`config.mk`:
```
export PLATFORM = sky130hd
export DESIGN_NAME = stopwatch_ctrl
export DESIGN_NICKNAME = d
export VERILOG_FILES = /design/src/rtl/stopwatch_ctrl.sv
export SDC_FILE = /design/constraint.sdc
export NUM_CORES = 1
export LEC_CHECK = 0
export CAP_MARGIN = 0
export CORE_MARGIN = 10
export CORE_UTILIZATION = 25
export CTS_CLUSTER_SIZE = 30
export DETAILED_ROUTE_END_ITERATION = 10
export SLEW_MARGIN = 30
export SYNTH_ARGS = -nofsm -noshare
export SYNTH_HDL_FRONTEND = slang
export SYNTH_SLANG_ARGS = --single-unit
```
`constraint.sdc`:
```
create_clock -name CLK -period 4.88 [get_ports CLK]
set_input_delay 0.976 -clock CLK [delete_from_list [all_inputs] [get_ports CLK]]
set_output_delay 0.976 -clock CLK [all_outputs]
set_load 0.02 [all_outputs]
```
`src/rtl/stopwatch_ctrl.sv`:
```
// Stopwatch sequencer: start/stop and lap/reset commands gate a BCD mm:ss.cc
// counter advanced by the 10 ms tick, with a lap latch that freezes the display.
module stopwatch_ctrl #(
  parameter int MAX_MIN = 59
) (
  input  logic        CLK,
  input  logic        RST,
  input  logic        CE10,
  input  logic        SS,
  input  logic        LR,
  output logic [23:0] DISP,
  output logic        RUNNING,
  output logic        LAPHOLD,
  output logic        OVF
);

  typedef enum logic [1:0] {IDLE, RUN, LAP, PAUSE} state_t;

  localparam logic [3:0] MAXM1 = 4'(MAX_MIN / 10);
  localparam logic [3:0] MAXM0 = 4'(MAX_MIN % 10);

  state_t      state_q, state_d;
  logic [23:0] cnt_q, cnt_d;
  logic [23:0] lap_q, lap_d;
  logic        ovf_q, ovf_d;
  logic [23:0] inc_val;
  logic        inc_wrap;

  // Returns {wrap, next}; digit order {m1,m0,s1,s0,c1,c0}.
  function automatic logic [24:0] bcd_inc(input logic [23:0] c);
    logic [23:0] r;
    logic        w;
    r = c;
    w = 1'b0;
    if (c[3:0] != 4'd9) r[3:0] = c[3:0] + 4'd1;
    else begin
      r[3:0] = 4'd0;
      if (c[7:4] != 4'd9) r[7:4] = c[7:4] + 4'd1;
      else begin
        r[7:4] = 4'd0;
        if (c[11:8] != 4'd9) r[11:8] = c[11:8] + 4'd1;
        else begin
          r[11:8] = 4'd0;
          if (c[15:12] != 4'd5) r[15:12] = c[15:12] + 4'd1;
          else begin
            r[15:12] = 4'd0;
            if (c[23:20] == MAXM1 && c[19:16] == MAXM0) begin
              r = 24'd0;
              w = 1'b1;
            end else if (c[19:16] != 4'd9) begin
              r[19:16] = c[19:16] + 4'd1;
            end else begin
              r[19:16] = 4'd0;
              r[23:20] = c[23:20] + 4'd1;
            end
          end
        end
      end
    end
    return {w, r};
  endfunction

  always_comb begin
    {inc_wrap, inc_val} = bcd_inc(cnt_q);
    state_d = state_q;
    cnt_d   = cnt_q;
    lap_d   = lap_q;
    ovf_d   = 1'b0;
    // Counting depends on the pre-edge state, independent of the transition taken.
    if (CE10 && (state_q == RUN || state_q == LAP)) begin
      cnt_d = inc_val;
      ovf_d = inc_wrap;
    end
    case (state_q)
      IDLE:  if (SS) state_d = RUN;
      RUN: begin
        if (SS) state_d = PAUSE;
        else if (LR) begin
          state_d = LAP;
          lap_d   = cnt_q;
        end
      end
      LAP: begin
        if (SS) state_d = PAUSE;
        else if (LR) state_d = RUN;
      end
      PAUSE: begin
        if (SS) state_d = RUN;
        else if (LR) begin
          state_d = IDLE;
          cnt_d   = 24'd0;
          lap_d   = 24'd0;
        end
      end
      default: state_d = IDLE;
    endcase
  end

  always_ff @(posedge CLK) begin
    if (RST) begin
      state_q <= IDLE;
      cnt_q   <= 24'd0;
      lap_q   <= 24'd0;
      ovf_q   <= 1'b0;
    end else begin
      state_q <= state_d;
      cnt_q   <= cnt_d;
      lap_q   <= lap_d;
      ovf_q   <= ovf_d;
    end
  end

  assign DISP    = (state_q == LAP) ? lap_q : cnt_q;
  assign RUNNING = (state_q == RUN) || (state_q == LAP);
  assign LAPHOLD = (state_q == LAP);
  assign OVF     = ovf_q;

endmodule

```
==> flow_summary_export.csv, run 1 <==
group,metric,value,unit
worst_setup_path,slowest_delay,0.64,ns
synthesis,muxShareOfSynthArea,8.424,%
worst_setup_path,path_delay_family,"buffers and inverters",
sta,maxSlewHeadroom,42.90,%
synthesis,yosysMostFrequentCell,"dfxtp_1",
power,irDropWorstVdd,0.1150,mV
placed_design,port_buffers,31,
clocking,cts_buffers,5,
sta,setup_viol,0,
clocking,clock_latency,0.30,ns
synthesis,synth-edff-count,0,
drt,vias_per_cell,4.854,
floorplanning,dieArea,0.01516,mm2
sta,period_share,75.97,%
sta,skew,0.006716,ns
synthesis,yosys.cell_types.count,43,
clocking,cts_resized,0,
synthesis,synth_top_area_cell,"dfxtp_1",
worst_setup_path,arrival,2.73,ns
clocking,cts.sinks,51,
synthesis,synthAdderAreaFrac,4.235,%
drt,wl,6329,um
final_layout,stdcell_area,0.003161,mm2
outcome,status,"completed",
final_layout,area_growth,18.87,%
final_layout,nets,348,
clocking,root_buffer,"clkbuf_8",
clocking,clockBufferDepth,2,
sta,rsz0062_at_grt,"no",
clocking,cts_setup_buffers,0,
placed_design,place_congestion,0.7149,
clocking,clkTransAtPathRegs,0.09,ns
worst_setup_path,start_kind,"register",
final_layout,n_antenna_cell,0,
worst_setup_path,slowest_stage,"ha_1",
sta,hold_slack,0.4513,ns
synthesis,ys.flop_type,"dfxtp_1",
worst_setup_path,end_kind,"output pin",
synthesis,synth_compound_area_share,14.49,%
power,power.density,258.8,mW/mm2
drt,drtIter0Drc,124,
worst_setup_path,worstPathBufferInverterCount,3,
worst_setup_path,crit_required,3.90,ns
drt,drc_errors,0,
grt,grt_pass1_vias,2212,
synthesis,netlist_area,0.002659,mm2
final_layout,drive_above_1_share,9.851,%
synthesis,synth_top_area_share,38.40,%
grt,antenna_found_initial,0,
sta,worstMarginPinSlew,0.8566,ns
synthesis,synth-xor-area-share,1.976,%
synthesis,yosysSeqAreaShare,38.40,%
floorplanning,core_area,0.01032,mm2
synthesis,ys_ff_latch,51,
synthesis,synth_area_leaders,"dfxtp_1 (38%), mux2_2 (8.0%), a21oi_1 (7.9%), nand2_1 (5.5%), nand3b_1 (5.4%)",
drt,firstDrtPassIters,4,
synthesis,avgSynthCellArea,8.468,um2
worst_setup_path,path_class,"reg2out",
floorplanning,die_y,123.1,um
sta,fin_setup_tns,0,ns
sta,final-max-slew-violation-count,0,
grt,overflow,0,
synthesis,ys_top_cells_by_count,"dfxtp_1 (51), a21oi_1 (42), nand2_1 (39)",
drt,routedWlPerCell,13.44,um
synthesis,synthCells,314,
sta,hold_violations,0,
grt,grt_max_degree,31,
sta,clock.fmax,0.2698,GHz
grt,grt_pass1_wl,10490,um
flow_run,max-cap-violations,0,
synthesis,ys_async_sr_fraction,0,%
placed_design,place_area,0.003077,mm2
placed_design,hpwl,4330,um
floorplanning,die_w,123.1,um
sta,post-route-min-period,3.707,ns
synthesis,syn-num-nets,328,
floorplanning,initial_utilization,25.75,%
drt,via_count,2286,
worst_setup_path,crit_fanout,17,
hold_path,hp-class,"reg2reg",
synthesis,yosys_warnings,0,
worst_setup_path,crit_chain,"inv_1 -> ha_1 -> buf_4 -> mux2_2 -> clkdlybuf4s50_1",
synthesis,synth_top_family_by_area,"simple AND/OR/NAND/NOR gates",
drt,antenna_left,0,
floorplanning,io_pins,32,
clocking,h-tree-depth,2,
power,p_leak,1.014,nW
clocking,cts_hold_buf,0,
floorplanning,rows,37,
clocking,tritoncts,"yes",
synthesis,yosys.area_share.simple,27.72,%
grt,grt.total_usage,8.457,%
-- final cells by class --
type | count | area [um2]
clock buffer | 7 | 76.32
clock inverter | 1 | 5.005
fill | 1090 | 7163
inverter | 8 | 30.03
multi-input combinational | 233 | 1518
sequential | 51 | 1021
tap | 136 | 170.2
timing repair buffer | 35 | 340.3
-- stage by stage --
| step | utilization, % | worst slack [ns] | total power [mW] | std cells |
|---|---|---|---|---|
| after floorplan | - | 2.164 | 0.5456 | 314 |
| after global placement | 29.80 | 1.478 | 0.5935 | 463 |
| after detailed placement | 29.80 | 1.462 | 0.5959 | 463 |
| after CTS | 30.59 | 1.127 | 0.8308 | 471 |
| after global routing | 30.61 | 0.9801 | 0.8619 | 471 |
| final | 30.61 | 1.173 | 0.8180 | 471 |
-- placed cells by master, fill, tap and decap left out, types with 2 or more instances in the layout --
cell type / n
nor3_1: 5
nor2b_1: 9
nand4_1: 3
o31ai_1: 3
nand3_1: 6
dfxtp_1: 51
clkbuf_1: 2
and3b_1: 5
a31oi_1: 2
or4_1: 8
buf_4: 4
clkdlybuf4s50_1: 31
nand3b_1: 19
or3_1: 8
o21ai_0: 19
clkbuf_8: 5
mux2_2: 19
inv_1: 8
xor2_1: 5
a21oi_1: 42
ha_1: 8
nor2_1: 10
and4_1: 2
nand2_1: 39
nor4bb_1: 2
-- worst reg2reg max path: stages (launching register included) --
cell	delay, ns
dfxtp_1	0.39
inv_1	0.13
ha_1	0.35
and3_1	0.36
nand4_1	0.60
or4_1	0.71
a21oi_1	0.15
-- per-layer routing --
layer / up-vias / track usage (%) / part of all wire [%]
met2: 42 / 13.65 / 45
met3: 7 / 2.689 / 5.9
li1: 1149 / - / -
met5: - / 0 / 0
met1: 1088 / 10.35 / 48
met4: 0 / 3.057 / 1.4
-- final timing paths --
check | depth (start not counted) | startpoint | slack [ns] | endpoint
hold / removal | 2 | lap_q[19]$_SDFFE_PP0P_ | 0.45 | lap_q[19]$_SDFFE_PP0P_
hold reg to reg | 2 | lap_q[19]$_SDFFE_PP0P_ | 0.45 | lap_q[19]$_SDFFE_PP0P_
setup reg to reg | 6 | state_q[0]$_SDFFE_PP0P_ | 2.13 | cnt_q[21]$_SDFF_PP0_
setup / recovery | 5 | state_q[0]$_SDFFE_PP0P_ | 1.17 | DISP[7]
-- cells by family (layout without fill, tap and decap cells) --
group | count (synthesis) | after routing
flip-flops | 51 | 51
adder cells (fa/ha/maj) | 9 | 9
AND/OR/NAND/NOR | 126 | 126
AO/OA/AOI/OAI | 72 | 72
XOR/XNOR | 6 | 6
buffers and inverters | 30 | 51
multiplexers | 20 | 20
-- where the power goes --
| group | switching (mW) | leakage, nW | internal [mW] | total (mW) |
|---|---|---|---|---|
| clock network | 0.132 | 0.0422 | 0.101 | 0.233 |
| registers | 0.0111 | 0.411 | 0.424 | 0.435 |
| logic | 0.0913 | 0.561 | 0.0586 | 0.150 |
| total | 0.235 | 1.01 | 0.583 | 0.818 |
-- sequential cells by signal, indices dropped and copies added, names as in the netlist --
name,count
OVF,1
state_q,2
lap_q,24
cnt_q,24
No activity file was read; power rests on OpenSTA's default activity.
==> inputs of run 2 (changes only) <==
==> constraint.sdc (replaced) <==
create_clock -name CLK -period 3.8 [get_ports CLK]
set_input_delay 0.76 -clock CLK [delete_from_list [all_inputs] [get_ports CLK]]
set_output_delay 0.76 -clock CLK [all_outputs]
set_load 0.02 [all_outputs]
==> run 2 against run 1 <==
Compared with the run above:
- first-iteration DRC count fell by 29%
- utilization rose by 0.25 points
- clock power rose by 37%
- worst setup slack got worse by 0.29 ns
- via count fell by 1.2%
- cell area rose by 0.83%
- count of clock-buffer cells in the layout fell by 1
- flip-flop and latch count did not move
- non-clock buffer count rose by 3
- die area did not move
- sequential share of layout area fell by 0.27 points
==> flow_summary_export.csv, run 2 (synthesized netlist as in run 1, its figures left out) <==
group,metric,value,unit
sta,rsz0062_at_grt,"no",
final_layout,area_growth,19.86,%
sta,post-route-min-period,2.914,ns
clocking,cts_resized,0,
sta,clock.fmax,0.3431,GHz
sta,worstMarginPinSlew,0.8021,ns
sta,setup_viol,0,
final_layout,largest_registers,"cnt_q x24, lap_q x24, state_q x2",
clocking,root_buffer,"clkbuf_8",
worst_setup_path,start_kind,"register",
power,p_leak,1.036,nW
grt,grt_pass1_wl,10670,um
drt,drtIter0Drc,88,
worst_setup_path,crit_fanout,16,
grt,grt_pass1_vias,2087,
clocking,clkTransAtPathRegs,0.09,ns
placed_design,hpwl,4496,um
power,switching_share,28.61,%
final_layout,final_cells,473,
floorplanning,rows,37,
floorplanning,io_pins,32,
clocking,tritoncts,"yes",
sta,skew,0.007679,ns
drt,via_count,2258,
clocking,cts_hold_buf,0,
clocking,cts.sinks,51,
worst_setup_path,path_class,"reg2out",
clocking,clockBufferDepth,2,
sta,fin_setup_tns,0,ns
drt,routedWlPerCell,13.55,um
drt,firstDrtPassIters,5,
final_layout,nets,351,
clocking,h-tree-depth,2,
sta,period_share,76.69,%
grt,overflow,0,
power,power.density,336.4,mW/mm2
worst_setup_path,arrival,2.15,ns
placed_design,place_congestion,0.8305,
clocking,cts_setup_buffers,0,
floorplanning,dieArea,0.01516,mm2
flow_run,max-cap-violations,0,
floorplanning,initial_utilization,25.75,%
worst_setup_path,crit_required,3.04,ns
placed_design,dp_cells,466,
grt,grt_max_degree,31,
power,p_clk_share,29.8,%
floorplanning,die_w,123.1,um
drt,drc_errors,0,
hold_path,hp-class,"reg2reg",
clocking,cts_buffers,5,
final_layout,layout_commonest_cell,"dfxtp_1",
final_layout,drive_above_1_share,10.68,%
grt,antenna_found_initial,0,
power,intPower,0.7653,mW
floorplanning,die_y,123.1,um
final_layout,final_cell_mix,"dfxtp_1 (51), a21oi_1 (42), nand2_1 (39)",
grt,grt.total_usage,8.489,%
final_layout,fin_util,30.87,%
drt,vias_per_cell,4.774,
outcome,status,"completed",
power,seq_power_share,52.1,%
power,irDropWorstVdd,0.1272,mV
placed_design,port_buffers,31,
sta,hold_violations,0,
floorplanning,core_area,0.01032,mm2
sta,maxSlewHeadroom,46.52,%
drt,antenna_left,0,
power,combPwrFrac,18.2,%
power,power.switching,0.3067,mW
sta,final-max-slew-violation-count,0,
drt,wl,6411,um
worst_setup_path,end_kind,"output pin",
final_layout,n_antenna_cell,0,
clocking,clock_latency,0.30,ns
[run 2: cell types whose count changed in the layout (fill, tap and decap cells not counted), sizes merged]
cell / delta
buf: +3
clkbuf: -1
[run 2: critical path, cell delays in order, from the launching register on]
cell,delay [ns]
dfxtp_1,0.35
inv_1,0.16
ha_1,0.19
buf_4,0.23
mux2_2,0.36
clkdlybuf4s50_1,0.55
[run 2: metrics by stage]
stage	power, mW	area (um2)	hold slack (ns)	worst slack (ns)
2_1_floorplan	0.7007	2659	0.4284	1.300
3_3_place_gp	0.7630	3099	0.4352	1.139
3_5_place_dp	0.7679	3099	0.4402	1.091
4_1_cts	1.087	3187	0.4527	0.8363
5_1_grt	1.127	3187	0.4688	0.7536
6_report	1.072	3187	0.4512	0.8858
[run 2: power by group through the flow]
stage               Clock [mW]  Combinational (mW)  Sequential (mW)
finish                   0.319               0.195            0.558
global route             0.354               0.213            0.560
CTS                      0.331               0.198            0.558
detailed placement           0               0.198            0.570
global placement             0               0.193            0.570
floorplan                    0               0.135            0.566
[run 2: area by class of cell]
type / count / area, um2
clock buffers: 6 / 82.58
clock inverters: 1 / 5.005
repair buffers: 38 / 362.8
well taps: 136 / 170.2
flip-flops and latches: 51 / 1021
inverters: 8 / 30.03
multi-input cells: 233 / 1515
fillers: 1082 / 7137
[run 2: worst paths after layout]
check,from,to,slack (ns),depth (start not counted)
min reg2reg,lap_q[13]$_SDFFE_PP0P_,lap_q[13]$_SDFFE_PP0P_,0.45,2
min,lap_q[13]$_SDFFE_PP0P_,lap_q[13]$_SDFFE_PP0P_,0.45,2
max reg2reg,state_q[1]$_SDFFE_PP0P_,cnt_q[20]$_SDFF_PP0_,1.46,7
max,state_q[0]$_SDFFE_PP0P_,DISP[8],0.89,5
[run 2: per-layer routing]
layer / part of all wire, % / vias to the layer above / routed length [um] / track usage [%]
met5: 0 / - / 0 / 0
met4: 0.73 / 0 / 47 / 2.329
met3: 5.1 / 4 / 327 / 2.552
met2: 48 / 31 / 3067 / 13.75
met1: 46 / 1067 / 2968 / 10.71
li1: - / 1156 / - / -
==> inputs of run 3 (changes only) <==
==> constraint.sdc (replaced) <==
create_clock -name CLK -period 2.7 [get_ports CLK]
set_input_delay 0.54 -clock CLK [delete_from_list [all_inputs] [get_ports CLK]]
set_output_delay 0.54 -clock CLK [all_outputs]
set_load 0.02 [all_outputs]
==> run 3 against run 2 <==
Compared with the run above:
- non-clock buffer count increased by 8
- sequential power is 41% higher
- total power increased by 40%
- count of clock-buffer cells in the layout decreased by 1
- sequential share of layout area fell by 0.53 points
- utilization rose by 0.52 points
- routed wire length is 2.2% higher
- final cell count is 1.5% higher
- highest routed layer unchanged
==> flow_summary_export.csv, run 3 (synthesized netlist as in run 1, its figures left out) <==
group,metric,value,unit
clocking,tritoncts,"yes",
worst_setup_path,crit_fanout,9,
floorplanning,core_area,0.01032,mm2
power,power.density,464.2,mW/mm2
clocking,clock_latency,0.30,ns
placed_design,preCtsSetupSlack,0.2926,ns
sta,period_share,95.05,%
final_layout,n_antenna_cell,0,
grt,grt_max_degree,21,
grt,grt.total_usage,8.645,%
drt,drc_errors,0,
worst_setup_path,r2r_slack,0.48,ns
placed_design,place_area,0.003159,mm2
power,p_leak,1.152,nW
worst_setup_path,r2r-start,"state_q[1]$_SDFFE_PP0P_",
floorplanning,rows,37,
worst_setup_path,path_class,"reg2out",
sta,maxSlewHeadroom,56.90,%
grt,grt_pass1_vias,2227,
final_layout,nets,359,
final_layout,final_cell_mix,"dfxtp_1 (51), a21oi_1 (42), nand2_1 (39)",
worst_setup_path,arrival,2.03,ns
sta,fin_setup_tns,0,ns
floorplanning,io_pins,32,
final_layout,stdcell_area,0.003241,mm2
sta,post-route-min-period,2.566,ns
worst_setup_path,startpoint,"state_q[0]$_SDFFE_PP0P_",
floorplanning,dieArea,0.01516,mm2
floorplanning,initial_utilization,25.75,%
worst_setup_path,start_kind,"register",
placed_design,hpwl,4789,um
sta,hold_violations,0,
clocking,clockBufferDepth,2,
sta,clock.fmax,0.3896,GHz
floorplanning,die_w,123.1,um
sta,skew,0.007172,ns
worst_setup_path,rr_worst_depth,7,
drt,vias_per_cell,4.831,
grt,grt_pass1_wl,10770,um
drt,firstDrtPassIters,4,
final_layout,largest_registers,"cnt_q x24, lap_q x24, state_q x2",
final_layout,drive_above_1_share,13.08,%
sta,worst_slack,0.1336,ns
clocking,h-tree-depth,2,
floorplanning,die_y,123.1,um
drt,wl,6549,um
clocking,root_buffer,"clkbuf_8",
placed_design,place_congestion,0.7536,
sta,worstMarginPinSlew,0.6464,ns
drt,drtIter0Drc,94,
drt,antenna_left,0,
sta,final-max-slew-violation-count,0,
power,irDropWorstVdd,0.1801,mV
grt,overflow,0,
placed_design,port_buffers,31,
worst_setup_path,crit_required,2.16,ns
worst_setup_path,worst_r2r_endpoint,"cnt_q[20]$_SDFF_PP0_",
outcome,status,"completed",
final_layout,layout_commonest_cell,"dfxtp_1",
clocking,cts.sinks,51,
sta,rsz0062_at_grt,"no",
clocking,clkTransAtPathRegs,0.09,ns
worst_setup_path,end_kind,"output pin",
power,p_total,1.504,mW
sta,setup_viol,0,
drt,via_count,2319,
final_layout,area_growth,21.88,%
drt,routedWlPerCell,13.64,um
flow_run,max-cap-violations,0,
grt,antenna_found_initial,0,
clocking,cts_buffers,5,
hold_path,hp-class,"reg2reg",
worst_setup_path,crit_end,"DISP[16]",
## run 3: changes by cell type in the layout (fill, tap and decap cells not counted)
| cell | change |
|---|---|
| clkdlybuf4s50_1 | -12 |
| dlygate4sd2_1 | +10 |
| buf_4 | +8 |
| dlymetal6s2s_1 | +2 |
| clkbuf_8 | -1 |
| clkinv_2 | -1 |
| clkinvlp_4 | +1 |
| ha_1 | -1 |
| ha_4 | +1 |
| inv_1 | -1 |
| inv_2 | +1 |
## run 3: final cells by class
cell class	count	area [um2]
fill	1076	7083
timing repair buffer	46	415.4
inverter	8	30.03
clock inverter	1	7.507
tap	136	170.2
sequential	51	1021
clock buffer	5	68.82
multi-input combinational	233	1528
## run 3: worst min-delay path by stage
stage | from | end | slack (ns) | depth (start not counted)
after floorplan | lap_q[10]$_SDFFE_PP0P_ | lap_q[10]$_SDFFE_PP0P_ | 0.43 | 2
after global placement | lap_q[4]$_SDFFE_PP0P_ | lap_q[4]$_SDFFE_PP0P_ | 0.44 | 2
after detailed placement | lap_q[23]$_SDFFE_PP0P_ | lap_q[23]$_SDFFE_PP0P_ | 0.44 | 2
after CTS | lap_q[23]$_SDFFE_PP0P_ | lap_q[23]$_SDFFE_PP0P_ | 0.46 | 2
after global routing | lap_q[15]$_SDFFE_PP0P_ | lap_q[15]$_SDFFE_PP0P_ | 0.47 | 2
final | lap_q[13]$_SDFFE_PP0P_ | lap_q[13]$_SDFFE_PP0P_ | 0.45 | 2
## run 3: through the flow
stage	util, %	hold slack (ns)	cells
CTS	31.24	0.4581	480
finish	31.39	0.4546	480
global route	31.39	0.4663	480
detailed placement	30.60	0.4450	474
floorplan	-	0.4284	314
global placement	30.60	0.4366	474
## run 3: repair_timing
item | CTS | global route
resized for setup | 11 | 4
setup buffers | 0 | 0
endpoints found under the setup margin | 19 | 12
hold buffers | 0 | 0
## run 3: layer usage
metal,global-route usage (%),up-vias,share of wire (%)
met1,10.67,1113,47
met4,2.038,0,0.60
li1,-,1171,-
met5,0,-,0
met2,14.51,31,48
met3,2.507,4,4.6
## run 3: report_power, final
| part | total (mW) | leakage (nW) | internal [mW] | switching (mW) |
|---|---|---|---|---|
| Sequential | 0.788 | 0.411 | 0.766 | 0.0218 |
| Combinational | 0.300 | 0.704 | 0.128 | 0.172 |
| Clock | 0.417 | 0.0361 | 0.173 | 0.244 |
## run 3: critical path: stages (launching register included)
cell and delay, ns:
dfxtp_1 0.35, inv_2 0.13, ha_4 0.18, buf_4 0.18, mux2_2 0.34, clkdlybuf4s50_1 0.54
